[src/rtl/pc_sequencer_pkg.sv]
// Shared constants and types for the fetch PC sequencer.
package pc_sequencer_pkg;

   localparam int unsigned PC_WIDTH     = 32;
   localparam logic [31:0] PC_RESET_VEC = 32'h0000_0000;
   localparam int unsigned CNT_W        = 16;
   localparam int unsigned ISSUE_W      = 2;

   typedef enum logic [1:0] {
      BOOT  = 2'd0,
      RUN   = 2'd1,
      HOLD  = 2'd2,
      REDIR = 2'd3
   } state_e;

endpackage

[src/rtl/pc_sequencer_if.sv]
// Fetch-side bus between the PC sequencer and its neighbours.
interface pc_sequencer_if #(
   parameter int unsigned WIDTH = pc_sequencer_pkg::PC_WIDTH
);
   import pc_sequencer_pkg::*;

   logic [1:0][WIDTH-1:0] pc_cur;
   logic                  stall_F;
   logic                  imem_ready;
   logic [ISSUE_W-1:0]    issue_count;
   logic                  redirect_valid;
   logic [WIDTH-1:0]      redirect_target;
   logic [1:0][WIDTH-1:0] pc_next;
   logic                  fetch_valid;
   logic                  flush_FD;
   logic                  misalign_err;
   logic [CNT_W-1:0]      redirect_cnt;

   modport master (
      output pc_cur, stall_F, imem_ready, issue_count, redirect_valid, redirect_target,
      input  pc_next, fetch_valid, flush_FD, misalign_err, redirect_cnt
   );

   modport slave (
      input  pc_cur, stall_F, imem_ready, issue_count, redirect_valid, redirect_target,
      output pc_next, fetch_valid, flush_FD, misalign_err, redirect_cnt
   );

endinterface

[src/rtl/pc_sequencer_pc_pair_adder.sv]
// Builds the two candidate PC pairs {base, base+4} and {base+4, base+8}, wrapping modulo 2^WIDTH.
module pc_sequencer_pc_pair_adder #(
   parameter int unsigned WIDTH = pc_sequencer_pkg::PC_WIDTH
) (
   input  logic [WIDTH-1:0]       base,
   output logic [1:0][WIDTH-1:0]  pair_lo_c,
   output logic [1:0][WIDTH-1:0]  pair_hi_c
);

   logic [WIDTH-1:0] plus4_c;
   logic [WIDTH-1:0] plus8_c;

   // Slot [0] is the older instruction, slot [1] the younger one.
   always_comb begin
      plus4_c   = base + WIDTH'(4);
      plus8_c   = base + WIDTH'(8);
      pair_lo_c = {plus4_c, base};
      pair_hi_c = {plus8_c, plus4_c};
   end

endmodule

[src/rtl/pc_sequencer.sv]
// Fetch PC sequencer: chooses the next PC pair and tracks boot/run/hold/redirect phases.
module pc_sequencer #(
   parameter int unsigned     WIDTH     = pc_sequencer_pkg::PC_WIDTH,
   parameter logic [WIDTH-1:0] RESET_VEC = WIDTH'(pc_sequencer_pkg::PC_RESET_VEC)
) (
   input  logic         clk,
   input  logic         rst,
   pc_sequencer_if.slave bus
);
   import pc_sequencer_pkg::*;

   state_e                state_q, state_d;
   logic                  fetch_valid_q, fetch_valid_d;
   logic                  flush_fd_q, flush_fd_d;
   logic                  misalign_err_q, misalign_err_d;
   logic [CNT_W-1:0]      redirect_cnt_q, redirect_cnt_d;

   logic [WIDTH-1:0]      target_aligned_c;
   logic [WIDTH-1:0]      base_c;
   logic [1:0][WIDTH-1:0] pair_lo_c;
   logic [1:0][WIDTH-1:0] pair_hi_c;
   logic [1:0][WIDTH-1:0] pc_next_c;

   // Base address feeding the shared pair adder; boot ignores any redirect.
   always_comb begin
      target_aligned_c = {bus.redirect_target[WIDTH-1:2], 2'b00};
      base_c           = bus.pc_cur[1];
      if (state_q == BOOT) begin
         base_c = RESET_VEC;
      end else if (bus.redirect_valid) begin
         base_c = target_aligned_c;
      end
   end

   pc_sequencer_pc_pair_adder #(.WIDTH(WIDTH)) u_pair_adder (
      .base      (base_c),
      .pair_lo_c (pair_lo_c),
      .pair_hi_c (pair_hi_c)
   );

   // Next state, next PC pair and next values of the registered outputs.
   always_comb begin
      state_d        = state_q;
      pc_next_c      = bus.pc_cur;
      fetch_valid_d  = 1'b0;
      flush_fd_d     = 1'b0;
      misalign_err_d = 1'b0;
      redirect_cnt_d = redirect_cnt_q;
      case (state_q)
         BOOT: begin
            pc_next_c     = pair_lo_c;
            state_d       = RUN;
            fetch_valid_d = 1'b1;
         end
         default: begin
            if (bus.redirect_valid) begin
               pc_next_c      = pair_lo_c;
               state_d        = REDIR;
               flush_fd_d     = 1'b1;
               misalign_err_d = |bus.redirect_target[1:0];
               if (redirect_cnt_q != '1) begin
                  redirect_cnt_d = redirect_cnt_q + CNT_W'(1);
               end
            end else if (bus.stall_F || !bus.imem_ready) begin
               state_d = HOLD;
            end else begin
               state_d       = RUN;
               fetch_valid_d = 1'b1;
               case (bus.issue_count)
                  2'd0:    pc_next_c = bus.pc_cur;
                  2'd1:    pc_next_c = pair_lo_c;
                  default: pc_next_c = pair_hi_c;
               endcase
            end
         end
      endcase
   end

   // State and output registers; reset clears any pending flush or error pulse.
   always_ff @(posedge clk or negedge rst) begin
      if (!rst) begin
         state_q        <= BOOT;
         fetch_valid_q  <= 1'b0;
         flush_fd_q     <= 1'b0;
         misalign_err_q <= 1'b0;
         redirect_cnt_q <= '0;
      end else begin
         state_q        <= state_d;
         fetch_valid_q  <= fetch_valid_d;
         flush_fd_q     <= flush_fd_d;
         misalign_err_q <= misalign_err_d;
         redirect_cnt_q <= redirect_cnt_d;
      end
   end

   assign bus.pc_next      = pc_next_c;
   assign bus.fetch_valid  = fetch_valid_q;
   assign bus.flush_FD     = flush_fd_q;
   assign bus.misalign_err = misalign_err_q;
   assign bus.redirect_cnt = redirect_cnt_q;

endmodule

[src/flat_wrapper.sv]
// flat-port wrapper written by rule: the top's interface ports become plain ports
module pc_sequencer_flat import pc_sequencer_pkg::*;
#(
   parameter int unsigned     WIDTH     = pc_sequencer_pkg::PC_WIDTH,
   parameter logic [WIDTH-1:0] RESET_VEC = WIDTH'(pc_sequencer_pkg::PC_RESET_VEC)
)
  (clk, rst, bus_pc_cur, bus_stall_F, bus_imem_ready, bus_issue_count, bus_redirect_valid, bus_redirect_target, bus_pc_next, bus_fetch_valid, bus_flush_FD, bus_misalign_err, bus_redirect_cnt);
  pc_sequencer_if #(.WIDTH(WIDTH)) bus_i ();
  input  logic clk;
  input  logic rst;
  input wire logic [$bits(bus_i.pc_cur)-1:0] bus_pc_cur;
  input wire logic [$bits(bus_i.stall_F)-1:0] bus_stall_F;
  input wire logic [$bits(bus_i.imem_ready)-1:0] bus_imem_ready;
  input wire logic [$bits(bus_i.issue_count)-1:0] bus_issue_count;
  input wire logic [$bits(bus_i.redirect_valid)-1:0] bus_redirect_valid;
  input wire logic [$bits(bus_i.redirect_target)-1:0] bus_redirect_target;
  output wire logic [$bits(bus_i.pc_next)-1:0] bus_pc_next;
  output wire logic [$bits(bus_i.fetch_valid)-1:0] bus_fetch_valid;
  output wire logic [$bits(bus_i.flush_FD)-1:0] bus_flush_FD;
  output wire logic [$bits(bus_i.misalign_err)-1:0] bus_misalign_err;
  output wire logic [$bits(bus_i.redirect_cnt)-1:0] bus_redirect_cnt;
  assign bus_i.pc_cur = bus_pc_cur;
  assign bus_i.stall_F = bus_stall_F;
  assign bus_i.imem_ready = bus_imem_ready;
  assign bus_i.issue_count = bus_issue_count;
  assign bus_i.redirect_valid = bus_redirect_valid;
  assign bus_i.redirect_target = bus_redirect_target;
  assign bus_pc_next = bus_i.pc_next;
  assign bus_fetch_valid = bus_i.fetch_valid;
  assign bus_flush_FD = bus_i.flush_FD;
  assign bus_misalign_err = bus_i.misalign_err;
  assign bus_redirect_cnt = bus_i.redirect_cnt;
  pc_sequencer #(.WIDTH(WIDTH), .RESET_VEC(RESET_VEC)) u_core (.clk(clk), .rst(rst), .bus(bus_i));
endmodule
[config.mk]
export PLATFORM = sky130hd
export DESIGN_NAME = pc_sequencer_flat
export DESIGN_NICKNAME = d
export VERILOG_FILES = /design/src/rtl/pc_sequencer_pkg.sv /design/src/rtl/pc_sequencer_if.sv /design/src/rtl/pc_sequencer_pc_pair_adder.sv /design/src/rtl/pc_sequencer.sv /design/src/flat_wrapper.sv
export SDC_FILE = /design/constraint.sdc
export NUM_CORES = 1
export LEC_CHECK = 0
export BUFFER_PORTS_ARGS = -buffer_cell sky130_fd_sc_hd__buf_4
export CAP_MARGIN = 20
export CORE_MARGIN = 4
export CORE_UTILIZATION = 50
export CTS_CLUSTER_DIAMETER = 100
export DETAILED_ROUTE_END_ITERATION = 10
export GPL_ROUTABILITY_DRIVEN = 0
export PLACE_DENSITY_LB_ADDON = 0.05
export SKIP_CTS_REPAIR_TIMING = 1
export SLEW_MARGIN = 20
export SYNTH_ARGS = -nofsm -noshare
export SYNTH_HDL_FRONTEND = slang
export SYNTH_HIERARCHICAL = 1
export SYNTH_SLANG_ARGS = --single-unit
[constraint.sdc]
create_clock -name clk -period 4.53 [get_ports clk]
set_clock_uncertainty 0.15 [all_clocks]
set_input_delay 0.453 -clock clk [delete_from_list [all_inputs] [get_ports clk]]
set_output_delay 0.453 -clock clk [all_outputs]
set_load 0.05 [all_outputs]
Word-level counts from Yosys, hierarchy flattened
Cells that the tools add are included.
- $add $sub $neg: 3
- $mul: 0
- divide/modulo/power cells: 0
- magnitude comparators: 0
- eq/ne operators: 2
- shift operators: 0
- multiplexer cells: 16
- bitwise operators: 1
- reduce and logical (&&, ||, !) cells: 6
- operators by type and width (cell ; number):
    64-bit 2-to-1 mux ; 3
    64-bit case mux with 2 select lines ; 1
    32-bit 2-to-1 mux ; 2
    32-bit by 3-bit adder with 32-bit output, second input constant ; 1
    32-bit by 4-bit adder with 32-bit output, second input constant ; 1
    16-bit by 1-bit adder with 16-bit output, second input constant ; 1
    16-bit != test, second input constant ; 1
    1-bit 2-to-1 mux ; 7
    2-bit 2-to-1 mux ; 3
    2-bit logical NOT ; 2
    3-bit AND reduction ; 1
    2-bit by 1-bit equality test with 1-bit output, second input constant ; 1
    2-bit OR reduction ; 1
    1-bit logical NOT ; 1
    1-bit logical OR ; 1
    1-bit inverter ; 1
- register bits: 21
- bits in latches: 0
- RAM bits: 0
- ROM bits: 0
- word-level logic and storage cells: 33
- memories kept: 0

Logic depth before layout (Yosys ltp)
- word-level depth: 7
- gate-level depth with buffers: 13
- mapped depth without buffers: 10

By module
Netlist, hierarchy kept.
- modules (own cells, without submodules) (module ; times used ; cells an instance ; area each (um^2) ; sequential area each (um^2)):
    pc_sequencer ; 1 ; 314 ; 2655.0 ; 525.5
    pc_sequencer_pc_pair_adder ; 1 ; 229 ; 1575.3 ; 0.0

Worst setup path before layout
No wires, ideal clock.
- path type: input to output
- from: in bus_redirect_valid
- to: out bus_pc_next[24]
- data arrival time: 3.411 ns
- required time: 3.927 ns
- slack: 0.516 ns
- cell stages on the path: 12
- buffers on the path: 2
- cell sequence: buf_4 > buf_2 > mux2i_1 > nor2_1 > ha_1 > nand3_1 > nor2_1 > nand2_1 > nor3_1 > xor2_1 > a32oi_1 > o2bb2ai_1
- RTL lines (element ; RTL line ; text):
    from (decl) ; flat_wrapper.sv:15 ; input wire logic [$bits(bus_i.redirect_valid)-1:0] bus_redirect_valid;
    to (decl) ; flat_wrapper.sv:17 ; output wire logic [$bits(bus_i.pc_next)-1:0] bus_pc_next;

==> results.yml <==
clocking:
  cts_tree: "done"
  clock_latency_ns: 0.26
  cts_buffers: 3
  cts-root-buf: "clkbuf_8"
  clock-sinks: 21
  h-tree-depth: 1
  ctsLongestPathBuffers: 2
  clkSlewWorstSetupHoldPaths_ns: 0.07
route:
  via_per_inst: 5.60
  via_count: 4198
  drt_pre_antenna_iters: 5
  wl_per_cell_um: 16.7
  routed_wirelength_mm: 12.5
  route.detailed.drc: 0
  drtAntennaViolNets: 0
  drt_iter0_drc: 218
logic_synthesis:
  synthTopCellsByArea: "a221o_1, buf_4, dfrtp_1"
  synth_edf_count: 0
  synth_cell_types: 47
  synth_common_cells: "buf_4, and2_1, nor2_1"
  ys_ff_latch: 21
  yosysTopAreaCell: "a221o_1"
  synth_area_sq_mm: 0.00423
  synth_area_per_cell_sq_um: 7.79
  synth_most_common_cell: "buf_4"
  async_reset_ff_share_pct: 100
  netlist.area_leader.share_pct: 14.4
  synth_top_family_by_area: "simple AND/OR/NAND/NOR gates"
  muxShareOfSynthArea_pct: 7.36
  yosysSeqAreaShare_pct: 12.4
  syn_nets: 650
  synthFlopType: "dfrtp_1"
  synth-xor-area-share_pct: 14.5
  yosysWarnings: 6
  synth_compound_area_share_pct: 16.3
  synthSimpleGateAreaFrac_pct: 30.3
  netlist_instances: 543
  synthAdderAreaFrac_pct: 1.18
critical_path:
  cp_slowest_cell: "buf_4"
  crit_path_end_kind: "output port"
  cp_common_cell: "buf_4"
  crit_fanout: 28
  crit_required_ns: 3.93
  start_kind: "input port"
  cpPeakStageDelay_ns: 0.41
  worstPathCellList: "buf_4, mux2i_1, nor2_1, ha_1, and3_1, nand3_2, or3_4, or2_1, xnor2_1, and2_1, a221o_1, buf_4"
  cp_top_family: "simple AND/OR/NAND/NOR gates"
  cp_num_buf_inv: 2
  crit_type: "input port to output port"
  cp.arrival_ns: 3.42
floorplan:
  rows: 33
  die_h_um: 100
  num_io_pins: 186
  initial_core_util_pct: 51.5
  core_sq_mm: 0.00822
  die-area_sq_mm: 0.0100
  die_w_um: 100
run_status:
  outcome: "completed"
power:
  leakage_nw: 2.48
  seq_power_share_pct: 19.7
  p_int_mw: 0.617
  ir_worst_vdd_v: 0.000185
  p_switching_mw: 0.710
  p_total_mw: 1.33
  cellPowerDensity_mw_per_mm2: 254
  p_sw_share_pct: 53.5
  combPwrFrac_pct: 71.2
  p_clk_share_pct: 9.1
timing:
  max_freq_mhz: 248
  finalSetupViolations: 0
  setup-tns-final_ns: 0
  timing_max_transition_violations_final: 0
  min_period_ns: 4.02
  post-route-period-util_pct: 88.8
  worstMarginPinSlew_ns: 1.02
  rsz0062_at_grt: "no"
  max_slew_margin_pct: 31.6
  finalHoldViolations: 0
grt:
  grt_max_degree: 62
  grt_pass1_wl_mm: 19.7
  antenna_found_initial: 0
  grt_pass1_vias: 4138
  overflow: 0
  grtUsageTotal_pct: 23.4
finish:
  diodes: 0
  drive_above_1_share_pct: 34.9
  nets: 753
  nFillCells: 755
  syn2layout_area_growth_pct: 23.4
placement:
  portBuffers: 185
  hpwl_mm: 9.85
flow_run:
  cap_violations: 0
worst_hold_path:
  holdCritPathClass: "input port to flip-flop"
[cell type report]
cell class                 count  area (sq um)  share of cell area, %
inverter                       7          26.3                  0.503
timing repair buffer         202          1520                   29.1
sequential                    21           526                   10.1
tap                          105           131                   2.52
clock buffer                   4          45.0                  0.863
multi-input combinational    411          2970                   57.0
[cell usage in the layout (no fill, tap or decap), types with 2 or more instances in the layout]
cell	n
nor4_1	3
or2_2	2
nand3_1	19
and2_2	3
nand2b_1	2
ha_1	4
xnor2_1	34
and4_1	2
a32oi_1	2
o2bb2ai_1	2
mux2i_1	30
a221o_1	61
clkbuf_8	3
nand2_1	30
and2_1	64
and3_1	5
nor4_4	3
nor2_1	62
nand4_1	14
dfrtp_1	21
nor3_1	7
buf_4	201
nor2_2	2
xor2_1	36
inv_1	7
nor3b_1	2
or3_4	2
[final timing paths]
path	from	to	slack [ns]	cells after the start
max in group asynchronous	rst	u_core/bus.redirect_cnt[12]	3.55	2
min in group asynchronous	rst	u_core/bus.redirect_cnt[6]	0.45	2
worst min register to register	u_core/bus.redirect_cnt[15]	u_core/bus.redirect_cnt[15]	0.36	1
worst max-delay path	bus_redirect_valid	bus_pc_next[27]	0.51	12
worst max register to register	u_core/bus.redirect_cnt[0]	u_core/bus.redirect_cnt[6]	2.35	6
worst min-delay path	bus_redirect_target[0]	u_core/bus.misalign_err	0.26	3
[per-layer routing]
| metal | share of wire (%) | track usage [%] |
|---|---|---|
| met1 | 43 | 32.2 |
| met2 | 48 | 40.1 |
| met3 | 7.3 | 2.43 |
| met4 | 1.4 | 4.35 |
| met5 | 0 | 0 |
[power by group through the flow]
stage,registers [mW],clock network [mW],logic (mW)
after floorplan,0.363,0,0.619
after global placement,0.261,0,0.932
after detailed placement,0.264,0,0.943
after CTS,0.260,0.123,0.946
after global routing,0.266,0.135,0.994
final,0.261,0.121,0.944
[metrics by stage]
stage | cell area (sq um) | utilization (%) | hold WS, ns | worst slack, ns | std cells
6_report | 5220 | 63.5 | 0.261 | 0.506 | 750
3_3_place_gp | 5170 | 62.9 | 0.198 | 0.623 | 745
2_1_floorplan | 4230 | - | 0.00741 | 0.516 | 543
5_1_grt | 5220 | 63.5 | 0.251 | 0.302 | 750
3_5_place_dp | 5170 | 62.9 | 0.201 | 0.529 | 745
4_1_cts | 5210 | 63.4 | -0.0776 | 0.524 | 749
[state kept, by name, indices dropped and copies added, names as in the netlist]
register                 count
u_core/bus.fetch_valid       1
u_core/bus.flush_FD          1
u_core/bus.misalign_err      1
u_core/state_q               2
u_core/bus.redirect_cnt     16
[worst register-to-register path: stages, from the launching register on]
cell and delay, ns:
dfrtp_1 0.41, ha_1 0.19, nand3_1 0.18, nor4_2 0.59, buf_4 0.29, nor4_1 0.08
xor2_1 0.19
[kinds of logic (layout without fill, tap and decap cells)]
family,count (synthesis),after routing
simple gates,234,234
mux,31,31
xor+xnor,70,70
fa+ha+maj,4,4
flops,21,21
buf+inv,111,213
compound gates,72,72
Note: power is estimated with default switching activity, not from simulation.
